[config.mk]
export PLATFORM = sky130hd
export DESIGN_NAME = ram_word_sequencer
export DESIGN_NICKNAME = d
export VERILOG_FILES = /design/src/rtl/ram_seq_pkg.sv /design/src/rtl/ram_word_sequencer_load_ext.sv /design/src/rtl/ram_word_sequencer.sv
export SDC_FILE = /design/constraint.sdc
export NUM_CORES = 1
export LEC_CHECK = 0
export ABC_AREA = 1
export ABC_CLOCK_PERIOD_IN_PS = 4019
export CAP_MARGIN = 30
export CORE_ASPECT_RATIO = 1.25
export CORE_MARGIN = 2
export CORE_UTILIZATION = 45
export CTS_BUF_LIST = sky130_fd_sc_hd__clkbuf_4 sky130_fd_sc_hd__clkbuf_8 sky130_fd_sc_hd__clkbuf_16
export CTS_CLUSTER_SIZE = 28
export DETAILED_ROUTE_END_ITERATION = 12
export GPL_TIMING_DRIVEN = 0
export PLACE_DENSITY = 0.79
export SETUP_SLACK_MARGIN = 0.3
export SYNTH_ARGS = -nofsm -noshare
export SYNTH_HDL_FRONTEND = slang
export SYNTH_SLANG_ARGS = --single-unit
[constraint.sdc]
create_clock -name clk -period 4.02 [get_ports clk]
set_input_delay 0.804 -clock clk [delete_from_list [all_inputs] [get_ports clk]]
set_output_delay 0.804 -clock clk [all_outputs]
set_load 0.05 [all_outputs]
[src/rtl/ram_seq_pkg.sv]
// ram_seq_pkg
//   Shared types and constants for the ram_word_sequencer slice.
//   size_e  : request size encoding as carried on req_size.
//   state_e : sequencer FSM states.
//   BYTES_PER_BEAT : bytes moved per RAM beat (ports A and B together).
//   Optional build macro used by the slice: RAM_SEQ_MISALIGN_EN.
package ram_seq_pkg;

    typedef enum logic [1:0] {
        SZ_BYTE = 2'b00,
        SZ_HALF = 2'b01,
        SZ_WORD = 2'b10,
        SZ_RSVD = 2'b11
    } size_e;

    typedef enum logic [1:0] {
        IDLE,
        BEAT0,
        BEAT1,
        RESP
    } state_e;

    localparam int unsigned BYTES_PER_BEAT = 2;

endpackage

[src/rtl/ram_word_sequencer_load_ext.sv]
// ram_seq_load_ext
//   Purely combinational load-data extension.
//   Ports:
//     size        in  2   request size (byte/half/word; reserved passes through)
//     is_unsigned in  1   1 = zero-extend, 0 = sign-extend
//     raw         in  32  assembled little-endian load bytes
//     ext         out 32  extended result
module ram_seq_load_ext
    import ram_seq_pkg::*;
(
    input  logic [1:0]  size,
    input  logic        is_unsigned,
    input  logic [31:0] raw,
    output logic [31:0] ext
);

    always_comb begin
        ext = raw;
        unique case (size_e'(size))
            SZ_BYTE: ext = {{24{raw[7]  & ~is_unsigned}}, raw[7:0]};
            SZ_HALF: ext = {{16{raw[15] & ~is_unsigned}}, raw[15:0]};
            default: ext = raw;
        endcase
    end

endmodule

[src/rtl/ram_word_sequencer.sv]
// ram_word_sequencer
//   Splits 32-bit byte/half/word load/store requests into beats on a
//   byte-wide dual-port RAM (port A = even byte of the beat, port B = odd),
//   and returns extended load data or an error on a one-cycle strobe.
//   Optional macro RAM_SEQ_MISALIGN_EN: when defined, misaligned half/word
//   accesses are performed with address wrap instead of raising rsp_err.
//   Ports:
//     clk, rst                 clock, async active-high reset
//     req_valid/req_ready      request handshake
//     req_we, req_size, req_unsigned, req_addr, req_wdata   request fields
//     rsp_valid, rsp_rdata, rsp_err                         response
//     ram_addr_a/b, ram_wdata_a/b, ram_we_a/b, ram_rdata_a/b RAM ports
module ram_word_sequencer
    import ram_seq_pkg::*;
#(
    parameter int unsigned ADDR_W           = 10,
    parameter bit          RESP_ZERO_ON_ERR = 1'b1
) (
    input  logic              clk,
    input  logic              rst,
    input  logic              req_valid,
    output logic              req_ready,
    input  logic              req_we,
    input  logic [1:0]        req_size,
    input  logic              req_unsigned,
    input  logic [ADDR_W-1:0] req_addr,
    input  logic [31:0]       req_wdata,
    output logic              rsp_valid,
    output logic [31:0]       rsp_rdata,
    output logic              rsp_err,
    output logic [ADDR_W-1:0] ram_addr_a,
    output logic [7:0]        ram_wdata_a,
    output logic              ram_we_a,
    input  logic [7:0]        ram_rdata_a,
    output logic [ADDR_W-1:0] ram_addr_b,
    output logic [7:0]        ram_wdata_b,
    output logic              ram_we_b,
    input  logic [7:0]        ram_rdata_b
);

    state_e            state, state_nxt;
    logic              we_q;
    size_e             size_q;
    logic              uns_q;
    logic [ADDR_W-1:0] addr_q;
    logic [31:0]       wdata_q;
    logic              err_q;
    logic [31:0]       raw_q;
    logic [31:0]       ext;
    logic              req_err;
    logic              two_port;
    logic [ADDR_W-1:0] beat_base;
    logic [15:0]       beat_wdata;

    always_comb begin
        req_err = (size_e'(req_size) == SZ_RSVD);
`ifndef RAM_SEQ_MISALIGN_EN
        if (size_e'(req_size) == SZ_HALF && req_addr[0])
            req_err = 1'b1;
        if (size_e'(req_size) == SZ_WORD && req_addr[1:0] != 2'b00)
            req_err = 1'b1;
`endif
    end

    // Second beat continues BYTES_PER_BEAT above the base; wraps mod 2^ADDR_W.
    assign two_port   = (size_q != SZ_BYTE);
    assign beat_base  = (state == BEAT1) ? addr_q + ADDR_W'(BYTES_PER_BEAT) : addr_q;
    assign beat_wdata = (state == BEAT1) ? wdata_q[31:16] : wdata_q[15:0];

    always_comb begin
        state_nxt   = state;
        req_ready   = 1'b0;
        rsp_valid   = 1'b0;
        ram_addr_a  = '0;
        ram_wdata_a = '0;
        ram_we_a    = 1'b0;
        ram_addr_b  = '0;
        ram_wdata_b = '0;
        ram_we_b    = 1'b0;
        unique case (state)
            IDLE: begin
                req_ready = 1'b1;
                if (req_valid)
                    state_nxt = req_err ? RESP : BEAT0;
            end
            BEAT0, BEAT1: begin
                ram_addr_a  = beat_base;
                ram_wdata_a = beat_wdata[7:0];
                ram_we_a    = we_q;
                if (two_port) begin
                    ram_addr_b  = beat_base + ADDR_W'(1);
                    ram_wdata_b = beat_wdata[15:8];
                    ram_we_b    = we_q;
                end
                state_nxt = (state == BEAT0 && size_q == SZ_WORD) ? BEAT1 : RESP;
            end
            RESP: begin
                rsp_valid = 1'b1;
                state_nxt = IDLE;
            end
            default: state_nxt = IDLE;
        endcase
    end

    always_ff @(posedge clk or posedge rst) begin
        if (rst) begin
            state   <= IDLE;
            we_q    <= 1'b0;
            size_q  <= SZ_BYTE;
            uns_q   <= 1'b0;
            addr_q  <= '0;
            wdata_q <= '0;
            err_q   <= 1'b0;
            raw_q   <= '0;
        end else begin
            state <= state_nxt;
            if (state == IDLE && req_valid) begin
                we_q    <= req_we;
                size_q  <= size_e'(req_size);
                uns_q   <= req_unsigned;
                addr_q  <= req_addr;
                wdata_q <= req_wdata;
                err_q   <= req_err;
                raw_q   <= '0;
            end
            if (state == BEAT0 && !we_q) begin
                raw_q[7:0] <= ram_rdata_a;
                if (two_port)
                    raw_q[15:8] <= ram_rdata_b;
            end
            if (state == BEAT1 && !we_q) begin
                raw_q[23:16] <= ram_rdata_a;
                raw_q[31:24] <= ram_rdata_b;
            end
        end
    end

    ram_seq_load_ext u_load_ext (
        .size        (size_q),
        .is_unsigned (uns_q),
        .raw         (raw_q),
        .ext         (ext)
    );

    assign rsp_err   = (state == RESP) && err_q;
    assign rsp_rdata = (state == RESP && !we_q && !(err_q && RESP_ZERO_ON_ERR)) ? ext : '0;

endmodule

[After elaboration in Yosys (flattened, before gate mapping)]
Cells that the tools add are included.
Storage, ports and cells
  register bits: 81
Operators by class
  add/subtract/negate cells: 2
  eq/ne operators: 9
  muxes and demuxes: 25
  bitwise gates (word level): 3
  reduce and logical (&&, ||, !) cells: 18
Operators with widths (count)
  $mux 32: 2
  $pmux 32 s2: 1
  $mux 16: 3
  $mux 10: 4
  $mux 8: 4
  $add 10x1->10 const B: 1
  $add 10x2->10 const B: 1
  $eq 2x2->1 const B: 5
  $logic_and 1x1->1: 9
  $mux 1: 8
  $reduce_bool 2->1: 4
  $eq 2x1->1 const B: 3
  $pmux 2 s3: 1
  $logic_not 2->1: 2
  $mux 2: 2
  $and 1x1->1: 2
  $logic_not 1->1: 2
  $ne 2x2->1 const B: 1
  $reduce_or 2->1: 1
  $not 1->1: 1

[Longest topological paths before layout]
  word-level depth: 7
  mapped depth: 15
  depth with buffers taken out: 14

[Hierarchy]
From an unflattened synthesis, not the netlist that was laid out.
Second synthesis, totals
  cell total of the unflattened synthesis: 658
  area, all modules: 4638.2 µm²
By module, submodules not included
  ram_word_sequencer: instances 1, cells an instance 587, area each 4234.1 µm², sequential area each 2026.9 µm²
  ram_seq_load_ext: instances 1, cells an instance 71, area each 404.1 µm², sequential area each 0.0 µm²

[Worst setup path before layout]
No wires, ideal clock.
  kind: register to output
  start point: register state[1]
  end point: output port rsp_rdata[21]
  arrival time: 2.399 ns
  required time: 3.216 ns
  path slack: 0.817 ns
  cell stages (with the launch flop): 6
  buffers on the path: 1
  cells stage by stage: dfrtp_1 ha_1 nand3_1 a31o_2 buf_2 a21oi_1
On the way
  cells in the longest elaborated chain, start to end: 4
RTL lines
  from (decl): RTL line ram_word_sequencer.sv:41  | state_e state, state_nxt;
  from (signal assigned): RTL line ram_word_sequencer.sv:116  | state <= state_nxt;
  $eq 2x2->1: RTL line ram_word_sequencer.sv:146  | assign rsp_rdata = (state == RESP && !we_q && !(err_q && RESP_ZERO_ON_ERR)) ? ext : '0;
  $logic_and 1x1->1 (2 in series): RTL line ram_word_sequencer.sv:146
  $mux 32: RTL line ram_word_sequencer.sv:146
  to (decl): RTL line ram_word_sequencer.sv:29  | output logic [31:0] rsp_rdata,
Every way passes these cells.

[Worst setup path in the final report]
  start point: register state[0]
  end point: output port ram_wdata_a[1]
On the way
  cells in the longest elaborated chain, start to end: 3
  elaborated cells between the ends (all ways): 5
  classes of those cells: 2 x eq/ne; 2 x mux; 1 x reduce/logical
RTL lines
  $eq 2x2->1 or $eq 2x1->1 (tied branches): RTL line ram_word_sequencer.sv:68, ram_word_sequencer.sv:80
  $mux 16 or $reduce_or 2->1 (tied branches): RTL line ram_word_sequencer.sv:68, ram_word_sequencer.sv:80
  $mux 8 (*): RTL line ram_word_sequencer.sv:80  | unique case (state)
  to (decl): RTL line ram_word_sequencer.sv:32  | output logic [7:0] ram_wdata_a,
Every way passes the cells marked *; elsewhere a longest branch is shown, timed or not.

==> metrics.yaml <==
synthesis:
  yosysSeqAreaShare: 0.486
  syn_inst: 563
  syn-num-nets: 634
  synthDistinctLibCells: 25
  syn_avg_cell_area_um2: 7.40
  ys_async_sr_fraction: 1.00
  synth_edf_count: 0
  synth_seq_cells: 81
  yosys_warnings: 0
  syn_area_mm2: 0.00417
  ys.flop_type: "dfrtp_1"
pwr:
  power-per-cell-area_mw_per_mm2: 917
  irDropWorstVdd_mv: 0.863
  p_leak_nw: 3.17
outcome:
  status: "finished clean"
floorplan:
  core-area_mm2: 0.00908
  rows: 39
  die_area_mm2: 0.0101
  die_x_um: 90.1
  die_y_um: 112
  ios: 138
  start_util: 0.459
placement:
  dp_hpwl_um: 8740
  gp_congestion: 0.876
  io_buffer_count: 137
  place_ws_ns: 0.330
worst_setup_path:
  path_max_fanout: 10
  max_stage_delay_ns: 0.82
  crit_slowest_cell: "clkdlybuf4s50_1"
  required_ns: 3.22
  path_class: "reg -> out"
  cp-end-kind: "output port"
  critPathTopFamily: "buffers and inverters"
  cp_cell_sequence: "inv_1 > ha_1 > buf_6 > clkbuf_1 > o21ai_0 > nor2_1 > clkdlybuf4s50_1"
  critPathLaunchType: "flop"
  cp.arrival_ns: 2.80
  critPathBufInv: 4
worst_hold_path:
  hold_class: "reg -> reg"
clocking:
  cts_setup_buffers: 0
  cts-root-buf: "clkbuf_16"
  clock_latency_ns: 0.33
  clockBufferDepth: 2
  numCtsBuffers: 9
  clock-sinks: 81
  cts_tree: "built"
  cts_htree_levels: 3
  clk_pin_slew_ns: 0.06
global_route:
  overflow: 0
  grt_pass1_wl_um: 18800
  grt_pass1_vias: 4094
  grt_max_degree: 43
  grt_usage: 0.231
  antenna_found_initial: 0
sta:
  period_share: 0.896
  skew_ns: 0.00510
  setup_slack_ns: 0.416
  setup_viol: 0
  layout_min_cycle_time_ns: 3.60
  hold_violations: 0
  timing.setup.tns_ns: 0
  fmaxAchievable_ghz: 0.277
  worst_pin_slew_ns: 0.547
  rsz0062_at_grt: "false"
  max_slew_margin: 0.634
  drv_slew: 0
route:
  routedWlPerCell_um: 13.8
  drc_errors: 0
  totalWireLength_um: 11600
  vias_per_cell: 5.01
  ant_nets: 0
  vias: 4209
  first_iter_violations: 276
  firstDrtPassIters: 5
layout:
  syn2layout_area_growth_pct: 45.7
  drive_gt1_frac: 0.0600
  diodes: 0
  fillers: 753
  fin_nets: 783
job:
  cap_viol_max_count: 0
logic make-up (layout without fill, tap and decap cells):
group,count (synthesis),count (layout),synth area share
buffers and inverters,115,269,0.107
flip-flops,81,81,0.486
AO/OA/AOI/OAI,111,111,0.143
AND/OR/NAND/NOR,250,250,0.246
adder cells (fa/ha/maj),6,6,0.0180
metal layers:
metal  share of wire  global-route usage  vias to the layer above  wire length [um]
li1                -                   -                     2067                 -
met1            0.41               0.285                     1985              4760
met2            0.51               0.394                      126              5960
met3           0.042              0.0304                       31               485
met4           0.034               0.125                        0               395
met5               0                   0                        -                 0
report_power, final:
group	internal, mW	switching [mW]	leakage, nW
combinational	1.01	2.30	1.99
sequential	1.18	0.197	1.03
clock	0.575	0.309	0.162
flip-flops by register name, indices dropped and copies added, names as in the netlist:
name	cells
raw_q	32
wdata_q	32
uns_q	1
state	2
addr_q	10
size_q	2
err_q	1
we_q	1
worst paths after layout:
path	start	to	slack (ns)	depth (start not counted)
setup / recovery	state[0]	ram_wdata_a[1]	0.42	7
hold reg to reg	wdata_q[4]	wdata_q[4]	0.48	2
min in group asynchronous	rst	raw_q[28]	0.87	2
hold / removal	wdata_q[4]	wdata_q[4]	0.48	2
setup reg to reg	state[0]	raw_q[6]	2.08	6
max in group asynchronous	rst	wdata_q[15]	2.57	3
cell type report:
cell class / count / area [um^2] / share of cell area
Clock buffer: 11 / 253 / 0.0416
Tap cell: 123 / 154 / 0.0253
Sequential cell: 81 / 2030 / 0.334
Inverter: 91 / 344 / 0.0566
Buffer: 24 / 104 / 0.0171
Clock inverter: 5 / 77.6 / 0.0128
Multi-Input combinational cell: 367 / 1700 / 0.279
Timing Repair Buffer: 138 / 1420 / 0.234
cells in the mapped netlist (6+ instances only):
| cell | instances | share of area |
|---|---|---|
| o22ai_1 | 24 | 0.036 |
| nand3_1 | 16 | 0.019 |
| nand2_1 | 167 | 0.15 |
| clkbuf_1 | 19 | 0.017 |
| o21ai_0 | 47 | 0.056 |
| dfrtp_1 | 81 | 0.49 |
| inv_1 | 87 | 0.078 |
| ha_1 | 6 | 0.018 |
| nor2_1 | 50 | 0.045 |
| a21oi_1 | 34 | 0.041 |
placed cells by master, fill, tap and decap left out, types with 4 or more instances in the layout:
cell	instances
a21oi_1	34
buf_2	4
clkbuf_1	18
clkbuf_16	9
clkdlybuf4s50_1	116
dfrtp_1	81
dlymetal6s2s_1	16
ha_1	6
inv_1	86
nand2_1	167
nand3_1	16
nand4_1	4
nor2_1	50
nor2_2	4
o21ai_0	47
o22ai_1	24
metrics by stage:
| stage | hold slack (ns) | area [um^2] | power (mW) | instances | util |
|---|---|---|---|---|---|
| after floorplan | 0.444 | 4170 | 3.67 | 563 | - |
| after global placement | 0.458 | 5690 | 4.63 | 823 | 0.627 |
| after detailed placement | 0.464 | 5720 | 4.71 | 824 | 0.630 |
| after CTS | 0.480 | 6040 | 5.60 | 840 | 0.666 |
| after global routing | 0.500 | 6080 | 5.92 | 840 | 0.669 |
| final | 0.481 | 6080 | 5.57 | 840 | 0.669 |
tightest hold or removal path, delay by kind of cell (launching register included):
family	cells	cell delay (ns)
flip-flops	1	0.34
AND/OR/NAND/NOR	2	0.11
timing repair:
item / CTS / global route
endpoints found under the setup margin: 5 / 20
resized for setup: 5 / 23
hold buffers: 0 / 0
endpoints found under the hold margin: 0 / 0
No activity file was read; power rests on OpenSTA's default activity.
